## src/rtl/vga_tile_reader_if.sv

```systemverilog
// Bus between the VGA tile reader and its register bank / display pins.
// master: the reader (drives address and video outputs); slave: bank plus display side.
interface vga_tile_reader_if #(
    parameter int BIT_ADDR = 4,
    parameter int BIT_DATO = 3
);
    logic [BIT_ADDR-1:0] addrR;
    logic [BIT_DATO-1:0] datOutR;
    logic                hsync;
    logic                vsync;
    logic [BIT_DATO-1:0] rgb;
    logic                frame_start;

    modport master (
        output addrR,
        input  datOutR,
        output hsync,
        output vsync,
        output rgb,
        output frame_start
    );

    modport slave (
        input  addrR,
        output datOutR,
        input  hsync,
        input  vsync,
        input  rgb,
        input  frame_start
    );
endinterface

```

## src/rtl/vga_tile_reader.sv

```systemverilog
// VGA timing generator that paints a 4x4 grid of tiles read from a register bank.
// Optional macro TILE_GRID_EN draws black lines on the first pixel row/column of each tile.
module vga_tile_reader #(
    parameter int BIT_ADDR = 4,
    parameter int BIT_DATO = 3,
    parameter int H_VIS    = 640,
    parameter int H_FP     = 16,
    parameter int H_SYN    = 96,
    parameter int H_BP     = 48,
    parameter int V_VIS    = 480,
    parameter int V_FP     = 10,
    parameter int V_SYN    = 2,
    parameter int V_BP     = 33
) (
    input  logic               clk,
    input  logic               rst,
    vga_tile_reader_if.master  bus
);
    localparam int H_TOT = H_VIS + H_FP + H_SYN + H_BP;
    localparam int V_TOT = V_VIS + V_FP + V_SYN + V_BP;
    localparam int HC_W  = $clog2(H_TOT);
    localparam int VC_W  = $clog2(V_TOT);
    localparam int TW    = H_VIS / 4;
    localparam int TH    = V_VIS / 4;

    localparam logic [HC_W-1:0] H_LAST = HC_W'(H_TOT - 1);
    localparam logic [VC_W-1:0] V_LAST = VC_W'(V_TOT - 1);
    localparam logic [HC_W-1:0] H_VISC = HC_W'(H_VIS);
    localparam logic [VC_W-1:0] V_VISC = VC_W'(V_VIS);
    localparam logic [HC_W-1:0] HS_BEG = HC_W'(H_VIS + H_FP);
    localparam logic [HC_W-1:0] HS_END = HC_W'(H_VIS + H_FP + H_SYN - 1);
    localparam logic [VC_W-1:0] VS_BEG = VC_W'(V_VIS + V_FP);
    localparam logic [VC_W-1:0] VS_END = VC_W'(V_VIS + V_FP + V_SYN - 1);
    localparam logic [HC_W-1:0] TW1 = HC_W'(TW);
    localparam logic [HC_W-1:0] TW2 = HC_W'(2 * TW);
    localparam logic [HC_W-1:0] TW3 = HC_W'(3 * TW);
    localparam logic [VC_W-1:0] TH1 = VC_W'(TH);
    localparam logic [VC_W-1:0] TH2 = VC_W'(2 * TH);
    localparam logic [VC_W-1:0] TH3 = VC_W'(3 * TH);

    logic                phase_q;
    logic                pix_tick;
    logic [HC_W-1:0]     hcnt_q, hcnt_d;
    logic [VC_W-1:0]     vcnt_q, vcnt_d;
    logic [1:0]          col, row;
    logic                visible, hs_raw, vs_raw, grid_raw;
    logic [BIT_ADDR-1:0] addr_q, addr_d;
    logic                vis_p1_q, hs_p1_q, vs_p1_q, grid_p1_q;
    logic [BIT_DATO-1:0] rgb_q, rgb_d;
    logic                hsync_q, vsync_q, fs_q;

    assign pix_tick = phase_q;

    always_comb begin
        hcnt_d = hcnt_q;
        vcnt_d = vcnt_q;
        if (pix_tick) begin
            if (hcnt_q == H_LAST) begin
                hcnt_d = '0;
                vcnt_d = (vcnt_q == V_LAST) ? '0 : vcnt_q + 1'b1;
            end else begin
                hcnt_d = hcnt_q + 1'b1;
            end
        end
    end

    // Stage p0: decode the current counter position
    always_comb begin
        col      = (hcnt_q >= TW3) ? 2'd3 : (hcnt_q >= TW2) ? 2'd2 : (hcnt_q >= TW1) ? 2'd1 : 2'd0;
        row      = (vcnt_q >= TH3) ? 2'd3 : (vcnt_q >= TH2) ? 2'd2 : (vcnt_q >= TH1) ? 2'd1 : 2'd0;
        visible  = (hcnt_q < H_VISC) && (vcnt_q < V_VISC);
        hs_raw   = !((hcnt_q >= HS_BEG) && (hcnt_q <= HS_END));
        vs_raw   = !((vcnt_q >= VS_BEG) && (vcnt_q <= VS_END));
        addr_d   = visible ? BIT_ADDR'({row, col}) : '0;
`ifdef TILE_GRID_EN
        grid_raw = (hcnt_q == '0) || (hcnt_q == TW1) || (hcnt_q == TW2) || (hcnt_q == TW3) ||
                   (vcnt_q == '0) || (vcnt_q == TH1) || (vcnt_q == TH2) || (vcnt_q == TH3);
`else
        grid_raw = 1'b0;
`endif
    end

    // Stage p1 -> p2: bank data for the registered address becomes the pixel colour
    always_comb begin
        rgb_d = (vis_p1_q && !grid_p1_q) ? bus.datOutR : '0;
    end

    always_ff @(posedge clk or posedge rst) begin
        if (rst) begin
            phase_q   <= 1'b0;
            hcnt_q    <= '0;
            vcnt_q    <= '0;
            addr_q    <= '0;
            vis_p1_q  <= 1'b0;
            hs_p1_q   <= 1'b1;
            vs_p1_q   <= 1'b1;
            grid_p1_q <= 1'b0;
            rgb_q     <= '0;
            hsync_q   <= 1'b1;
            vsync_q   <= 1'b1;
            fs_q      <= 1'b0;
        end else begin
            phase_q <= ~phase_q;
            hcnt_q  <= hcnt_d;
            vcnt_q  <= vcnt_d;
            fs_q    <= pix_tick && (hcnt_q == '0) && (vcnt_q == '0);
            if (pix_tick) begin
                addr_q    <= addr_d;
                vis_p1_q  <= visible;
                hs_p1_q   <= hs_raw;
                vs_p1_q   <= vs_raw;
                grid_p1_q <= grid_raw;
                rgb_q     <= rgb_d;
                hsync_q   <= hs_p1_q;
                vsync_q   <= vs_p1_q;
            end
        end
    end

    assign bus.addrR       = addr_q;
    assign bus.rgb         = rgb_q;
    assign bus.hsync       = hsync_q;
    assign bus.vsync       = vsync_q;
    assign bus.frame_start = fs_q;
endmodule

```

## src/flat_wrapper.sv

```systemverilog
// flat-port wrapper written by rule: the top's interface ports become plain ports
module vga_tile_reader_flat 
#(
    parameter int BIT_ADDR = 4,
    parameter int BIT_DATO = 3,
    parameter int H_VIS    = 640,
    parameter int H_FP     = 16,
    parameter int H_SYN    = 96,
    parameter int H_BP     = 48,
    parameter int V_VIS    = 480,
    parameter int V_FP     = 10,
    parameter int V_SYN    = 2,
    parameter int V_BP     = 33
)
  (clk, rst, bus_addrR, bus_datOutR, bus_hsync, bus_vsync, bus_rgb, bus_frame_start);
  vga_tile_reader_if #(.BIT_ADDR(BIT_ADDR), .BIT_DATO(BIT_DATO)) bus_i ();
  input  logic clk;
  input  logic rst;
  output wire logic [$bits(bus_i.addrR)-1:0] bus_addrR;
  input wire logic [$bits(bus_i.datOutR)-1:0] bus_datOutR;
  output wire logic [$bits(bus_i.hsync)-1:0] bus_hsync;
  output wire logic [$bits(bus_i.vsync)-1:0] bus_vsync;
  output wire logic [$bits(bus_i.rgb)-1:0] bus_rgb;
  output wire logic [$bits(bus_i.frame_start)-1:0] bus_frame_start;
  assign bus_addrR = bus_i.addrR;
  assign bus_i.datOutR = bus_datOutR;
  assign bus_hsync = bus_i.hsync;
  assign bus_vsync = bus_i.vsync;
  assign bus_rgb = bus_i.rgb;
  assign bus_frame_start = bus_i.frame_start;
  vga_tile_reader #(.BIT_ADDR(BIT_ADDR), .BIT_DATO(BIT_DATO), .H_VIS(H_VIS), .H_FP(H_FP), .H_SYN(H_SYN), .H_BP(H_BP), .V_VIS(V_VIS), .V_FP(V_FP), .V_SYN(V_SYN), .V_BP(V_BP)) u_core (.clk(clk), .rst(rst), .bus(bus_i));
endmodule
```

## config.mk

```make
export PLATFORM = sky130hd
export DESIGN_NAME = vga_tile_reader_flat
export DESIGN_NICKNAME = d
export VERILOG_FILES = /design/src/rtl/vga_tile_reader_if.sv /design/src/rtl/vga_tile_reader.sv /design/src/flat_wrapper.sv
export SDC_FILE = /design/constraint.sdc
export NUM_CORES = 1
export LEC_CHECK = 0
export ABC_AREA = 1
export CELL_PAD_IN_SITES_DETAIL_PLACEMENT = 0
export CELL_PAD_IN_SITES_GLOBAL_PLACEMENT = 1
export CORE_MARGIN = 5
export CORE_UTILIZATION = 38
export DETAILED_ROUTE_END_ITERATION = 10
export PLACE_DENSITY_LB_ADDON = 0.1
export SETUP_SLACK_MARGIN = 0.4
export SYNTH_ARGS = -nofsm -noshare
export SYNTH_HDL_FRONTEND = slang
export SYNTH_SLANG_ARGS = --single-unit
```

## constraint.sdc

```tcl
create_clock -name clk -period 1.2 [get_ports clk]
set_input_delay 0.12 -clock clk [delete_from_list [all_inputs] [get_ports clk]]
set_output_delay 0.12 -clock clk [all_outputs]
set_load 0.01 [all_outputs]
```

Word level (Yosys, flattened, before mapping)
Cells that the tools add are included.
{ "word_totals": {"ff_bits": 34, "inputBits": 5, "word_cells": 48, "out_inout_bits": 10} }
{ "classes": {"addsub": 2, "n_bitwise": 1, "n_reduce_logical": 10, "eq_ne": 2, "order_cmp": 12, "muxes": 10} }
{ "ops": {"columns": ["cell", "count"], "rows": [
  ["$ge A10 B9 Y1 const B", 4],
  ["$add A10 B1 Y10 const B", 2],
  ["$eq A10 B10 Y1 const B", 2],
  ["$ge A10 B8 Y1 const B", 2],
  ["$logic_not A10 Y1", 2],
  ["$mux W10", 2],
  ["$ge A10 B10 Y1 const B", 1],
  ["$ge A10 B7 Y1 const B", 1],
  ["$le A10 B10 Y1 const B", 1],
  ["$le A10 B9 Y1 const B", 1],
  ["$lt A10 B10 Y1 const B", 1],
  ["$lt A10 B9 Y1 const B", 1],
  ["$mux W2", 4],
  ["$logic_and A1 B1 Y1", 5],
  ["$mux W4", 1],
  ["$mux W3", 1],
  ["$logic_not A1 Y1", 2],
  ["$mux W1", 2],
  ["$reduce_and A2 Y1", 1],
  ["$not A1 Y1", 1]
]} }

Depth between registers and ports, before layout
{ "logic_depth": {"word_depth": 5, "depth_mapped": 8, "mapped_depth_nobuf": 8} }

Worst setup path before layout
OpenSTA, ideal clock, no wires.
{ "synth_timing": {"kind": "reg2reg", "startpoint": "register u_core.hcnt_q[0]", "endpoint": "register u_core.vcnt_q[2]", "arrival_time_ns": 1.205, "setup_ns": 0.074, "period_less_slack_ns": 1.279, "path_stages_with_launch": 9, "t_required_ns": 1.126, "setup_slack_ns": -0.079, "path_cell_list": "dfrtp_1 > ha_1 > nand3_2 > nor2_4 > nand2_4 > nor2_8 > buf_8 > nand3_1 > o21ai_2"} }
{ "synth_via": {"elab_chain_cells": 2} }
{ "synth_lines": {"columns": ["element", "line", "rtl"], "rows": [
  ["from (decl)", "vga_tile_reader.sv:43", "logic [HC_W-1:0] hcnt_q, hcnt_d;"],
  ["from (signal assigned)", "vga_tile_reader.sv:104", "hcnt_q <= hcnt_d;"],
  ["$eq A10 B10 Y1", "vga_tile_reader.sv:58", "if (hcnt_q == H_LAST) begin"],
  ["$reduce_and A2 Y1 (no source line)", null, null],
  ["to (signal assigned)", "vga_tile_reader.sv:105", "vcnt_q <= vcnt_d;"],
  ["to (decl)", "vga_tile_reader.sv:44", "logic [VC_W-1:0] vcnt_q, vcnt_d;"]
]} }
No other way between the ends.
A chain may end at the register's enable or synchronous reset.

Worst setup path after layout
{ "layout_timing": {"startpoint": "register u_core.hcnt_q[0]", "endpoint": "register u_core.vcnt_q[3]"} }
The elaborated chain is that of the path after synthesis.

==> summary.md <==
| Metric | Value |
|---|---|
| Status | finished with violations |
| Failing checks | negative setup slack |
| Core Region | 0.00469 mm^2 |
| Layout Skew | 0.00759 ns |
| GRT Util Overall | 17.4% |
| Yosys warning total | 0 |
| Clock root buffer | clkbuf_8 |
| Post-route minimum period | 1.36 ns |
| Placer Congestion | 0.777 |
| Global route total overflow | 0 |
| HPWL after DPL | 3460 um |
| RSZ-0062 raised after global routing | yes |
| Worst R2R Path Depth | 8 |
| Setup TNS | -1.86 ns |
| Worst-margin pin slew | 0.207 ns |
| Initial antenna violation count | 0 |
| Vias per cell | 4.78 |
| Reg2reg end | u_core.vcnt_q[3] |
| Max-slew violations | 0 |
| WP data required | 1.42 ns |
| Site Rows | 25 |
| Delay of the slowest cell on the worst path | 0.39 ns |
| Final setup viols | 19 |
| Vias in the first global route | 1904 |
| DRT Pass-1 Iters | 4 |
| Grt met3 use | 4.06% |
| Final ANT Viol Nets | 0 |
| Dpl cells | 349 |
| Clk slew on worst S/H paths | 0.07 ns |
| I/O Buffers | 14 |
| Fillers | 385 |
| Critical path endpoint category | flip-flop |
| Critical Path AT | 1.58 ns |
| Cells after Synth | 231 |
| Clock sinks | 34 |
| Largest net degree at the start of global routing | 35 |
| CP max FO | 8 |
| F_max | 736 MHz |
| Critical Path Start | u_core.hcnt_q[0] |
| Startpoint types | flip-flop |
| WS Path Type | reg2reg |
| P_leak | 1.52 nW |
| PwrDens | 692 mW/mm^2 |
| Critical path's slowest cell | dfrtp_1 |
| Tcrit/Tclk final | 113% |
| WL final | 4930 um |
| Clock Path Buffers | 2 |
| Die ar. | 0.00631 mm^2 |
| First-pass GRT wire length | 8590 um |
| Io pins | 15 |
| Routed wire length per instance | 12.7 um |
| Slew margin rel. | 86.1% |
| Syn Nets | 240 |
| H-tree depth | 2 |
| Initial Util | 39.1% |
| Mapped cell area | 0.00183 mm^2 |
| Sequential Area | 861 um^2 |
| Synth Register Bits | 34 |
| Final Net Count | 341 |
| TritonCTS Buffers | 5 |
| Die height | 79.5 um |
| Die X | 79.5 um |
| GRT busiest layer | met2 |
| DR vias | 1848 |
| Syn avg cell area | 7.94 um^2 |
| Starting DRT DRC Count | 76 |
| CP Capture Point | u_core.vcnt_q[3] |
| Worst hold slack | 0.212 ns |
| Met2 usage | 32.1% |
| Share of cells above drive strength 1 | 49.8% |
| Tot Pwr | 2.10 mW |
| Netlist cell types | 28 |
| Seq/Total Area, Yosys | 46.7% |
| R2r setup slk | -0.16 ns |
| Area Growth Syn to Fin | 65.4% |
| Worst r2r src | u_core.hcnt_q[0] |
| Worst Hold Class | in2async |
| Peak supply drop | 0.442 mV |
| Clk_lat worst skew | 0.29 ns |
| Maxcap violations | 0 |
| DRC | 0 |
| Setup ws final | -0.159 ns |
| Met1 usage | 19.8% |
| Antenna diodes | 0 |
| Fin cells | 387 |
| Multi-input gate area | 0.00106 mm^2 |
| CTS tree | built |
| Worst path cell trace | ha_4 -> nand3_4 -> nor2_4 -> nand2_4 -> nor2_8 -> buf_12 -> nand4_1 -> o21ai_1 |
| Hold Vio Cnt, Final | 0 |
sequential cells by signal, summed over array words and instances, names as in the netlist, 3 cells and up:
signal / flops
u_core.hcnt_q: 10
u_core.vcnt_q: 10
u_core.bus.addrR: 4
u_core.bus.rgb: 3
critical path: cells and delay by family (launching register included):
family                     cells  cell delay [ns]
AOI/OAI and AO/OA              1             0.07
adders and majority gates      1             0.17
buffers and inverters          1             0.14
DFF                            1             0.39
and+or+nand+nor                5             0.52
stage by stage:
step / worst slack (ns) / area [um^2] / utilization [%]
6_report: -0.159 / 3030 / 64.6
2_1_floorplan: -0.0725 / 1920 / -
3_5_place_dp: -0.197 / 2500 / 53.4
3_3_place_gp: -0.182 / 2500 / 53.4
4_1_cts: -0.187 / 2800 / 59.6
5_1_grt: -0.241 / 3030 / 64.6
layer usage:
layer | part of all wire, % | routed length, um
met1 | 42 | 2050
met2 | 53 | 2620
met3 | 3.6 | 180
met4 | 1.6 | 80
met5 | 0 | 0
layout by cell type (no fill, tap or decap), drive strengths merged:
cell type	synthesis	routed
a21oi	5	5
buf	3	95
clkbuf	2	7
clkdlybuf4s50	0	4
clkinv	0	1
clkinvlp	0	1
dfrtp	30	30
dfstp	4	4
ha	4	4
inv	28	27
nand2	68	68
nand3	17	17
nand4	11	11
nor2	28	28
nor3	7	7
nor4	1	1
o21ai	15	15
xnor2	2	2
xor2	6	6
power breakdown:
part / total [mW] / switching, mW / internal (mW)
combinational: 0.0649 / 0.0348 / 0.0302
sequential: 1.15 / 0.00225 / 1.15
clock: 0.879 / 0.417 / 0.463
total: 2.10 / 0.454 / 1.64
how the worst min path moves through the flow:
stage                     slack, ns                  end  depth (start not counted)             start
after floorplan                0.06  u_core.bus.addrR[0]                          1               rst
after global placement         0.45     u_core.bus.vsync                          2  u_core.bus.vsync
after detailed placement       0.45     u_core.bus.hsync                          2  u_core.bus.hsync
after CTS                      0.23     u_core.hcnt_q[0]                          3               rst
after global routing           0.25     u_core.vcnt_q[9]                          3               rst
final                          0.21     u_core.hcnt_q[0]                          3               rst
cells in the mapped netlist:
master / instances / area (um^2)
a21oi_1: 5 / 25.0
buf_2: 1 / 5.00
buf_4: 1 / 7.51
buf_8: 1 / 15.0
clkbuf_1: 1 / 3.75
clkbuf_2: 1 / 5.00
dfrtp_1: 30 / 751
dfstp_2: 4 / 105
ha_1: 4 / 50.1
inv_1: 27 / 101
inv_2: 1 / 3.75
nand2_1: 66 / 248
nand2_2: 1 / 6.26
nand2_4: 1 / 11.3
nand3_1: 16 / 80.1
nand3_2: 1 / 10.0
nand4_1: 11 / 68.8
nor2_1: 25 / 93.8
nor2_4: 2 / 22.5
nor2_8: 1 / 20.0
nor3_1: 5 / 25.0
nor3_2: 2 / 20.0
nor4_1: 1 / 6.26
o21ai_0: 13 / 65.1
o21ai_1: 1 / 5.00
o21ai_2: 1 / 8.76
xnor2_1: 2 / 17.5
xor2_1: 6 / 52.6
cell type report:
type	count	area share [%]
well taps	54	2.23
clock buffers	7	2.85
inverters	28	3.92
multi-input cells	164	34.8
repair buffers	99	27.6
clock inverters	1	0.165
flip-flops and latches	34	28.4
logic make-up after synthesis:
| logic type | after synthesis | share of synthesized area, % |
|---|---|---|
| AOI/OAI and AO/OA | 20 | 5.67 |
| xor gates and xnor gates | 8 | 3.82 |
| adders and majority gates | 4 | 2.73 |
| buffers and inverters | 33 | 7.71 |
| DFF | 34 | 46.7 |
| and+or+nand+nor | 132 | 33.4 |
repair_timing:
item,4_1_cts,5_1_grt
setup endpoints to repair,44,43
hold buffers,0,0
pin swaps,22,23
buffers inserted,16,14
gates resized for setup,76,36
Power figures use the tool's default switching activity.
